**config.mk**
```make
export PLATFORM = sky130hd
export DESIGN_NAME = acc_addr_gen
export DESIGN_NICKNAME = d
export VERILOG_FILES = /design/src/rtl/acc_addr_gen.sv
export SDC_FILE = /design/constraint.sdc
export NUM_CORES = 1
export LEC_CHECK = 0
export ABC_AREA = 1
export BUFFER_PORTS_ARGS = -buffer_cell sky130_fd_sc_hd__buf_4
export CAP_MARGIN = 20
export CORE_AREA = 2 2 185 187
export CTS_BUF_LIST = sky130_fd_sc_hd__clkbuf_8
export CTS_CLUSTER_SIZE = 8
export DETAILED_ROUTE_END_ITERATION = 8
export DIE_AREA = 0 0 187 189
export GPL_ROUTABILITY_DRIVEN = 0
export PLACE_DENSITY = 0.69
export SLEW_MARGIN = 25
export SYNTH_ARGS = -nofsm -noshare
export SYNTH_HDL_FRONTEND = slang
export SYNTH_SLANG_ARGS = --single-unit
```
**constraint.sdc**
```tcl
create_clock -name clk -period 7.8 [get_ports clk]
set_input_delay 0.78 -clock clk [delete_from_list [all_inputs] [get_ports clk]]
set_output_delay 0.78 -clock clk [all_outputs]
set_load 0.05 [all_outputs]
```
**src/rtl/acc_addr_gen.sv**
```systemverilog
// Multi-channel wrapping address generator for accumulator buffers: each channel counts
// from a programmed base over a wrap length of up to MATRIX_WIDTH entries.
// Optional feature: define ACC_ADDR_GEN_WRAP_CNT_EN to add saturating per-channel wrap counters (wrap_cnt).
module acc_addr_gen #(
    parameter int COUNTER_WIDTH = 32,
    parameter int MATRIX_WIDTH  = 14,
    parameter int NUM_CH        = 2,
    localparam int LCH_W        = (NUM_CH > 1) ? $clog2(NUM_CH) : 1,
    localparam int LEN_W        = $clog2(MATRIX_WIDTH) + 1
) (
    input  logic                            clk,
    input  logic                            rst,
    input  logic                            enable,
    input  logic                            clear,
    input  logic                            load,
    input  logic [LCH_W-1:0]                load_ch,
    input  logic [COUNTER_WIDTH-1:0]        start_val,
    input  logic [LEN_W-1:0]                len,
    output logic [NUM_CH*COUNTER_WIDTH-1:0] ctr_val,
    output logic [NUM_CH-1:0]               armed,
`ifdef ACC_ADDR_GEN_WRAP_CNT_EN
    output logic [NUM_CH*16-1:0]            wrap_cnt,
`endif
    output logic [NUM_CH-1:0]               wrap
);

    localparam int CW = COUNTER_WIDTH;

    logic [CW-1:0]    base_q  [NUM_CH];
    logic [CW-1:0]    base_d  [NUM_CH];
    logic [LEN_W-1:0] len_q   [NUM_CH];
    logic [LEN_W-1:0] len_d   [NUM_CH];
    logic [CW-1:0]    ctr_q   [NUM_CH];
    logic [CW-1:0]    ctr_d   [NUM_CH];
    logic [NUM_CH-1:0] armed_q;
    logic [NUM_CH-1:0] armed_d;
    logic [NUM_CH-1:0] wrap_q;
    logic [NUM_CH-1:0] wrap_d;
`ifdef ACC_ADDR_GEN_WRAP_CNT_EN
    logic [15:0]      cnt_q   [NUM_CH];
    logic [15:0]      cnt_d   [NUM_CH];
`endif

    logic [LEN_W-1:0] eff_len_in;
    logic [CW-1:0]    last_addr [NUM_CH];
    logic [NUM_CH-1:0] load_hit;
    logic [NUM_CH-1:0] wrap_evt;

    // Zero or oversized lengths fall back to the full array dimension.
    always_comb begin
        eff_len_in = len;
        if ((len == '0) || (len > LEN_W'(MATRIX_WIDTH))) begin
            eff_len_in = LEN_W'(MATRIX_WIDTH);
        end
    end

    always_comb begin
        load_hit = '0;
        wrap_evt = '0;
        armed_d  = armed_q;
        wrap_d   = '0;
        for (int c = 0; c < NUM_CH; c++) begin
            base_d[c]    = base_q[c];
            len_d[c]     = len_q[c];
            ctr_d[c]     = ctr_q[c];
            // Modulo arithmetic: a base near the top of the range wraps past zero.
            last_addr[c] = base_q[c] + CW'(len_q[c]) - CW'(1);
            load_hit[c]  = load && (load_ch == LCH_W'(c));

            if (clear) begin
                ctr_d[c]   = '0;
                armed_d[c] = 1'b0;
            end else if (load_hit[c]) begin
                base_d[c]  = start_val;
                len_d[c]   = eff_len_in;
                ctr_d[c]   = start_val;
                armed_d[c] = 1'b1;
            end else if (armed_q[c]) begin
                if (enable) begin
                    if (ctr_q[c] == last_addr[c]) begin
                        ctr_d[c]    = base_q[c];
                        wrap_d[c]   = 1'b1;
                        wrap_evt[c] = 1'b1;
                    end else begin
                        ctr_d[c] = ctr_q[c] + CW'(1);
                    end
                end
            end else begin
                ctr_d[c] = '0;
            end
        end
    end

`ifdef ACC_ADDR_GEN_WRAP_CNT_EN
    always_comb begin
        for (int c = 0; c < NUM_CH; c++) begin
            cnt_d[c] = cnt_q[c];
            if (clear || load_hit[c]) begin
                cnt_d[c] = '0;
            end else if (wrap_evt[c] && (cnt_q[c] != 16'hFFFF)) begin
                cnt_d[c] = cnt_q[c] + 16'd1;
            end
        end
    end

    always_ff @(posedge clk or negedge rst) begin
        if (!rst) begin
            for (int c = 0; c < NUM_CH; c++) begin
                cnt_q[c] <= '0;
            end
        end else begin
            for (int c = 0; c < NUM_CH; c++) begin
                cnt_q[c] <= cnt_d[c];
            end
        end
    end

    always_comb begin
        for (int c = 0; c < NUM_CH; c++) begin
            wrap_cnt[c*16 +: 16] = cnt_q[c];
        end
    end
`endif

    always_ff @(posedge clk or negedge rst) begin
        if (!rst) begin
            for (int c = 0; c < NUM_CH; c++) begin
                base_q[c] <= '0;
                len_q[c]  <= '0;
                ctr_q[c]  <= '0;
            end
            armed_q <= '0;
            wrap_q  <= '0;
        end else begin
            for (int c = 0; c < NUM_CH; c++) begin
                base_q[c] <= base_d[c];
                len_q[c]  <= len_d[c];
                ctr_q[c]  <= ctr_d[c];
            end
            armed_q <= armed_d;
            wrap_q  <= wrap_d;
        end
    end

    always_comb begin
        for (int c = 0; c < NUM_CH; c++) begin
            ctr_val[c*CW +: CW] = ctr_q[c];
        end
    end

    assign armed = armed_q;
    assign wrap  = wrap_q;

endmodule

```
Yosys cells after proc, flatten, opt, wreduce, memory -nomap -nowiden
Cells that the tools add are included.
- register bits after elaboration: 142
- bits of input ports: 43
- output and inout bits: 68
- word-level logic and storage cells: 55
- add/subtract/negate cells: 6
- order comparisons: 1
- equality and inequality tests: 4
- muxes and demuxes: 25
- bitwise operators: 2
- reduce and logical (&&, ||, !) cells: 8
- operators by type and width (operator ; number):
    $mux 32 ; 10
    $add 32x1->32 const B ; 2
    $add 32x5->32 ; 2
    $eq 32x32->1 ; 2
    $sub 32x1->32 const B ; 2
    $mux 1 ; 14
    $ne 4x3->1 const B ; 2
    $gt 5x4->1 const B ; 1
    $logic_not 5->1 ; 1
    $mux 5 ; 1
    $reduce_and 2->1 ; 2
    $reduce_bool 2->1 ; 2
    $logic_and 1x1->1 ; 2
    $not 1->1 ; 2
    $logic_or 1x1->1 ; 1

Longest topological paths before layout
- word-level depth: 8
- mapped depth: 27
- gate-level depth less buffers: 26

Worst setup path after synthesis
OpenSTA, ideal clock, no wires.
- path kind: register -> register
- from: register base_q[1] (netlist bit)
- to: register ctr_q, in the netlist ctr_val[40]
- library setup time: 118 ps
- data arrival time: 2894 ps
- data required time: 7682 ps
- path slack: 4788 ps
- cell stages (with the launch flop): 24
- buffers on the path: 1
- period minus slack after synthesis: 3012 ps
- cells stage by stage: dfrtp_1 > inv_1 > ha_1 > inv_1 > ha_1 > fa_1 > or2_2 > nand3_1 > nand2_1 > nor2_1 > nand3b_1 > nor2_1 > nand3_1 > nor2_1 > nand2_1 > nor2_1 > nand2_1 > nor2_4 > buf_4 > nand4_1 > nand3_1 > nand2_1 > nand2_1 > nand2_1
- longest elaborated chain between the ends: 8
- RTL lines (what ; line ; source):
    start: declaration ; 29 ; logic [CW-1:0] base_q [NUM_CH];
    start signal: indexed assignment ; 136 ; base_q[c] <= base_d[c];
    $add 32x5->32 ; 67 ; last_addr[c] = base_q[c] + CW'(len_q[c]) - CW'(1);
    $sub 32x1->32 ; 67 ;
    $eq 32x32->1 ; 80 ; if (ctr_q[c] == last_addr[c]) begin
    $mux 32 ; 80 ;
    $mux 32 ; 79 ; if (enable) begin
    $mux 32 ; 78 ; end else if (armed_q[c]) begin
    $mux 32 ; 73 ; end else if (load_hit[c]) begin
    $mux 32 ; 70 ; if (clear) begin
    end signal: indexed assignment ; 138 ; ctr_q[c] <= ctr_d[c];
    end: declaration ; 33 ; logic [CW-1:0] ctr_q [NUM_CH];
No other way between the ends. The select of a mux whose other input is x is not followed.
A chain may end at the register's enable or synchronous reset.

Worst setup path after layout
- from: register base_q[33] (netlist bit)
- to: register ctr_q, in the netlist ctr_val[28]
The elaborated chain is that of the path after synthesis.

==> run metrics <==
status=finished, final reports clean; Max-Cap Viols=0; Die W=187 um; post-detail-place hpwl=39.08 mm; CP top delay family=simple AND/OR/NAND/NOR gates; fin crit share=0.5558; P&R area growth vs syn=10.32%; Fillers=3533; Netlist cell types=48; LEAKAGE=0.009216 uW; met2 GRT Util=0.4780; 1st-pass router iterations=7; net switching power=1908 uW; I/O pin total=111; routed via count=16180; fin crit period=4.335 ns; port buffer count=110; Worst IR Drop VDD=0.09679 mV; Final ANT Viol Nets=0; max_slew headroom=0.3104; CP Class=reg -> reg; Post-synth top cells=nand2_1, inv_1, nand3_1, nor2_1, dfrtp_1; drt drc=0; H-tree levels=4; crit path max fanout=32; routing usage on met3=0.02465; Sequential Power Share=0.245; EDFF count, synth=0; crit path DAT=4.77 ns; FF-to-FF setup slack=3.46 ns; top-area cell type share of the netlist area=0.2401; Die ar.=35340 um2; Reg clk slew, reported paths=0.10 ns; type of origin of the critical path=flip-flop; Slew @ Worst Pin=1.031 ns; sw frac=0.5216; initial core utilization=0.4447; Top FF cell, synth=dfrtp_1; Avg Cell Area, Syn=5.896 um2; Hold Path Class=in -> async; n_diodes=0; Most common cell on crit path=nand2_1; R2R Path Start=base_q[33]; clock skew=0.01700 ns; hold_buf cts=0; Max Root-Sink Buffers=2; first-pass GRT wire length=79.79 mm; initial antenna violation count=0; Final Hold Vio Count=0; Post-Syn Nets=2627; element type at the critical path end=flip-flop; Inserted Clock Buffers=17; Yosys reg bits=142; Post-synth ARST share=1.000; WL/cell=16.29 um; Max Slew Vio Count=0; pwr/cell area=224.0 nW/um2; synth top area cells=dfrtp_1, nand2_1, inv_1; Post-CTS Setup Bufs=0; CTS Root Cell=clkbuf_8; core area=33280 um2; CTS tree=yes; Synth Cell Area=14800 um2; gr busiest metal=met2; share of cells above drive strength 1=0.08744; Nets=2700; post-synthesis sequential area ratio=0.2401; setup tns final=0 ns; max incr delay on CP=0.42 ns; Clock Power Share=0.163; Pint=1750 uW; gr usage total=0.2798; Fmax=230.7 MHz; WP buf/inv=3; PostCTS Resize Cnt=0; most common cell in the netlist=nand2_1; Skew-Pair Late Insertion Delay=0.49 ns; RSZ-0062 raised after global routing=no; vias in the first global route=15580; Routed WL=49.58 mm; row count=67; met1 usage=0.3656; final design utilization=0.4906; R2R depth=25; CP max stage cell=nor2_4; top cell type by total area after synthesis=dfrtp_1; largest net degree at the start of global routing=76; GRT overflow=0; clock net sink count=142; DRT iter0 DRCs=1580; RR Endpoint=ctr_val[28]; Die H=189 um; via/cell ratio=5.314; endpoints failing setup=0; Mapped Cells=2510; Gate power share=0.592; worst path required time=8.23 ns; Ys Warns=0
[cell type report]
type | instances | area [um2] | share of cell area
timing repair buffer | 121 | 912.1 | 0.05587
multi-input combinational | 1806 | 9067 | 0.5554
clock inverter | 15 | 141.4 | 0.008660
sequential | 142 | 3553 | 0.2176
inverter | 495 | 1858 | 0.1138
clock buffer | 17 | 234.0 | 0.01433
tap | 448 | 560.5 | 0.03433
[metal layers]
metal,wire (um),vias to the layer above
met1,21170,7380
met5,0,-
met3,3431,134
met4,1992,0
li1,-,7956
met2,22990,707
[placed cells by master (no fill, tap or decap), types with 2 or more instances in the layout]
master and n:
nand2_1 829, inv_1 477, nand3_1 214, nor2_1 205
dfrtp_1 142, buf_4 120, nand4_1 106, a21oi_1 99
o21ai_0 75, ha_1 72, xor2_1 51, xnor2_1 36
nor3_1 19, clkbuf_8 17, nor2_2 15, inv_2 15
nand2_2 11, nor4_1 8, nand3b_1 7, nor2_4 7
o21ai_2 7, inv_6 6, nor3_2 5, inv_8 5
nand3_2 4, or2_2 4, and2_1 3, or2_1 3
a21o_1 3, o21bai_1 3, clkinv_1 3, a21oi_2 2
nand3_4 2, a31oi_1 2, nor4_2 2, fa_1 2
clkinvlp_4 2, clkinv_4 2
[cell families (layout without fill, tap and decap cells)]
logic type               Yosys count  after routing  share of synthesized area
adder cells (fa/ha/maj)           74             74                    0.06358
XOR/XNOR                          88             88                    0.05309
flip-flops                       142            142                     0.2401
buffers and inverters            562            648                     0.1485
AND/OR/NAND/NOR                 1448           1448                     0.4241
AO/OA/AOI/OAI                    196            196                    0.07060
[flip-flops by register name (all words and copies together) (netlist names)]
register and flops:
armed 2, base_q 64, ctr_val 64, len_q 10, wrap 2
[power groups by stage]
stage / combinational (uW) / sequential (uW) / clock (uW)
after global routing: 2420 / 907 / 635
after detailed placement: 2110 / 908 / 0
after floorplan: 1540 / 937 / 0
final: 2160 / 897 / 596
after global placement: 2060 / 908 / 0
after CTS: 2120 / 895 / 601
[worst max path at each step]
stage / from / endpoint / slack, ns / cells past startpoint
finish: base_q[33] / ctr_val[28] / 3.46 / 25
global route: base_q[33] / ctr_val[3] / 3.17 / 23
CTS: base_q[33] / ctr_val[28] / 3.53 / 25
detailed placement: base_q[33] / ctr_val[10] / 3.58 / 23
global placement: base_q[33] / ctr_val[15] / 3.74 / 23
floorplan: base_q[1] / ctr_val[40] / 4.79 / 23
[metrics by stage]
step | hold slack [ns] | power (uW) | setup slack [ns] | cell area, um2 | cells
after floorplan | 0.4361 | 2476 | 4.788 | 14800 | 2510
after global placement | 0.4637 | 2970 | 3.738 | 15950 | 3012
after detailed placement | 0.4619 | 3017 | 3.579 | 15950 | 3012
after CTS | 0.3456 | 3615 | 3.528 | 16330 | 3044
after global routing | 0.3473 | 3960 | 3.173 | 16330 | 3044
final | 0.2876 | 3658 | 3.465 | 16330 | 3044
Note: power is estimated with default switching activity, not from simulation.
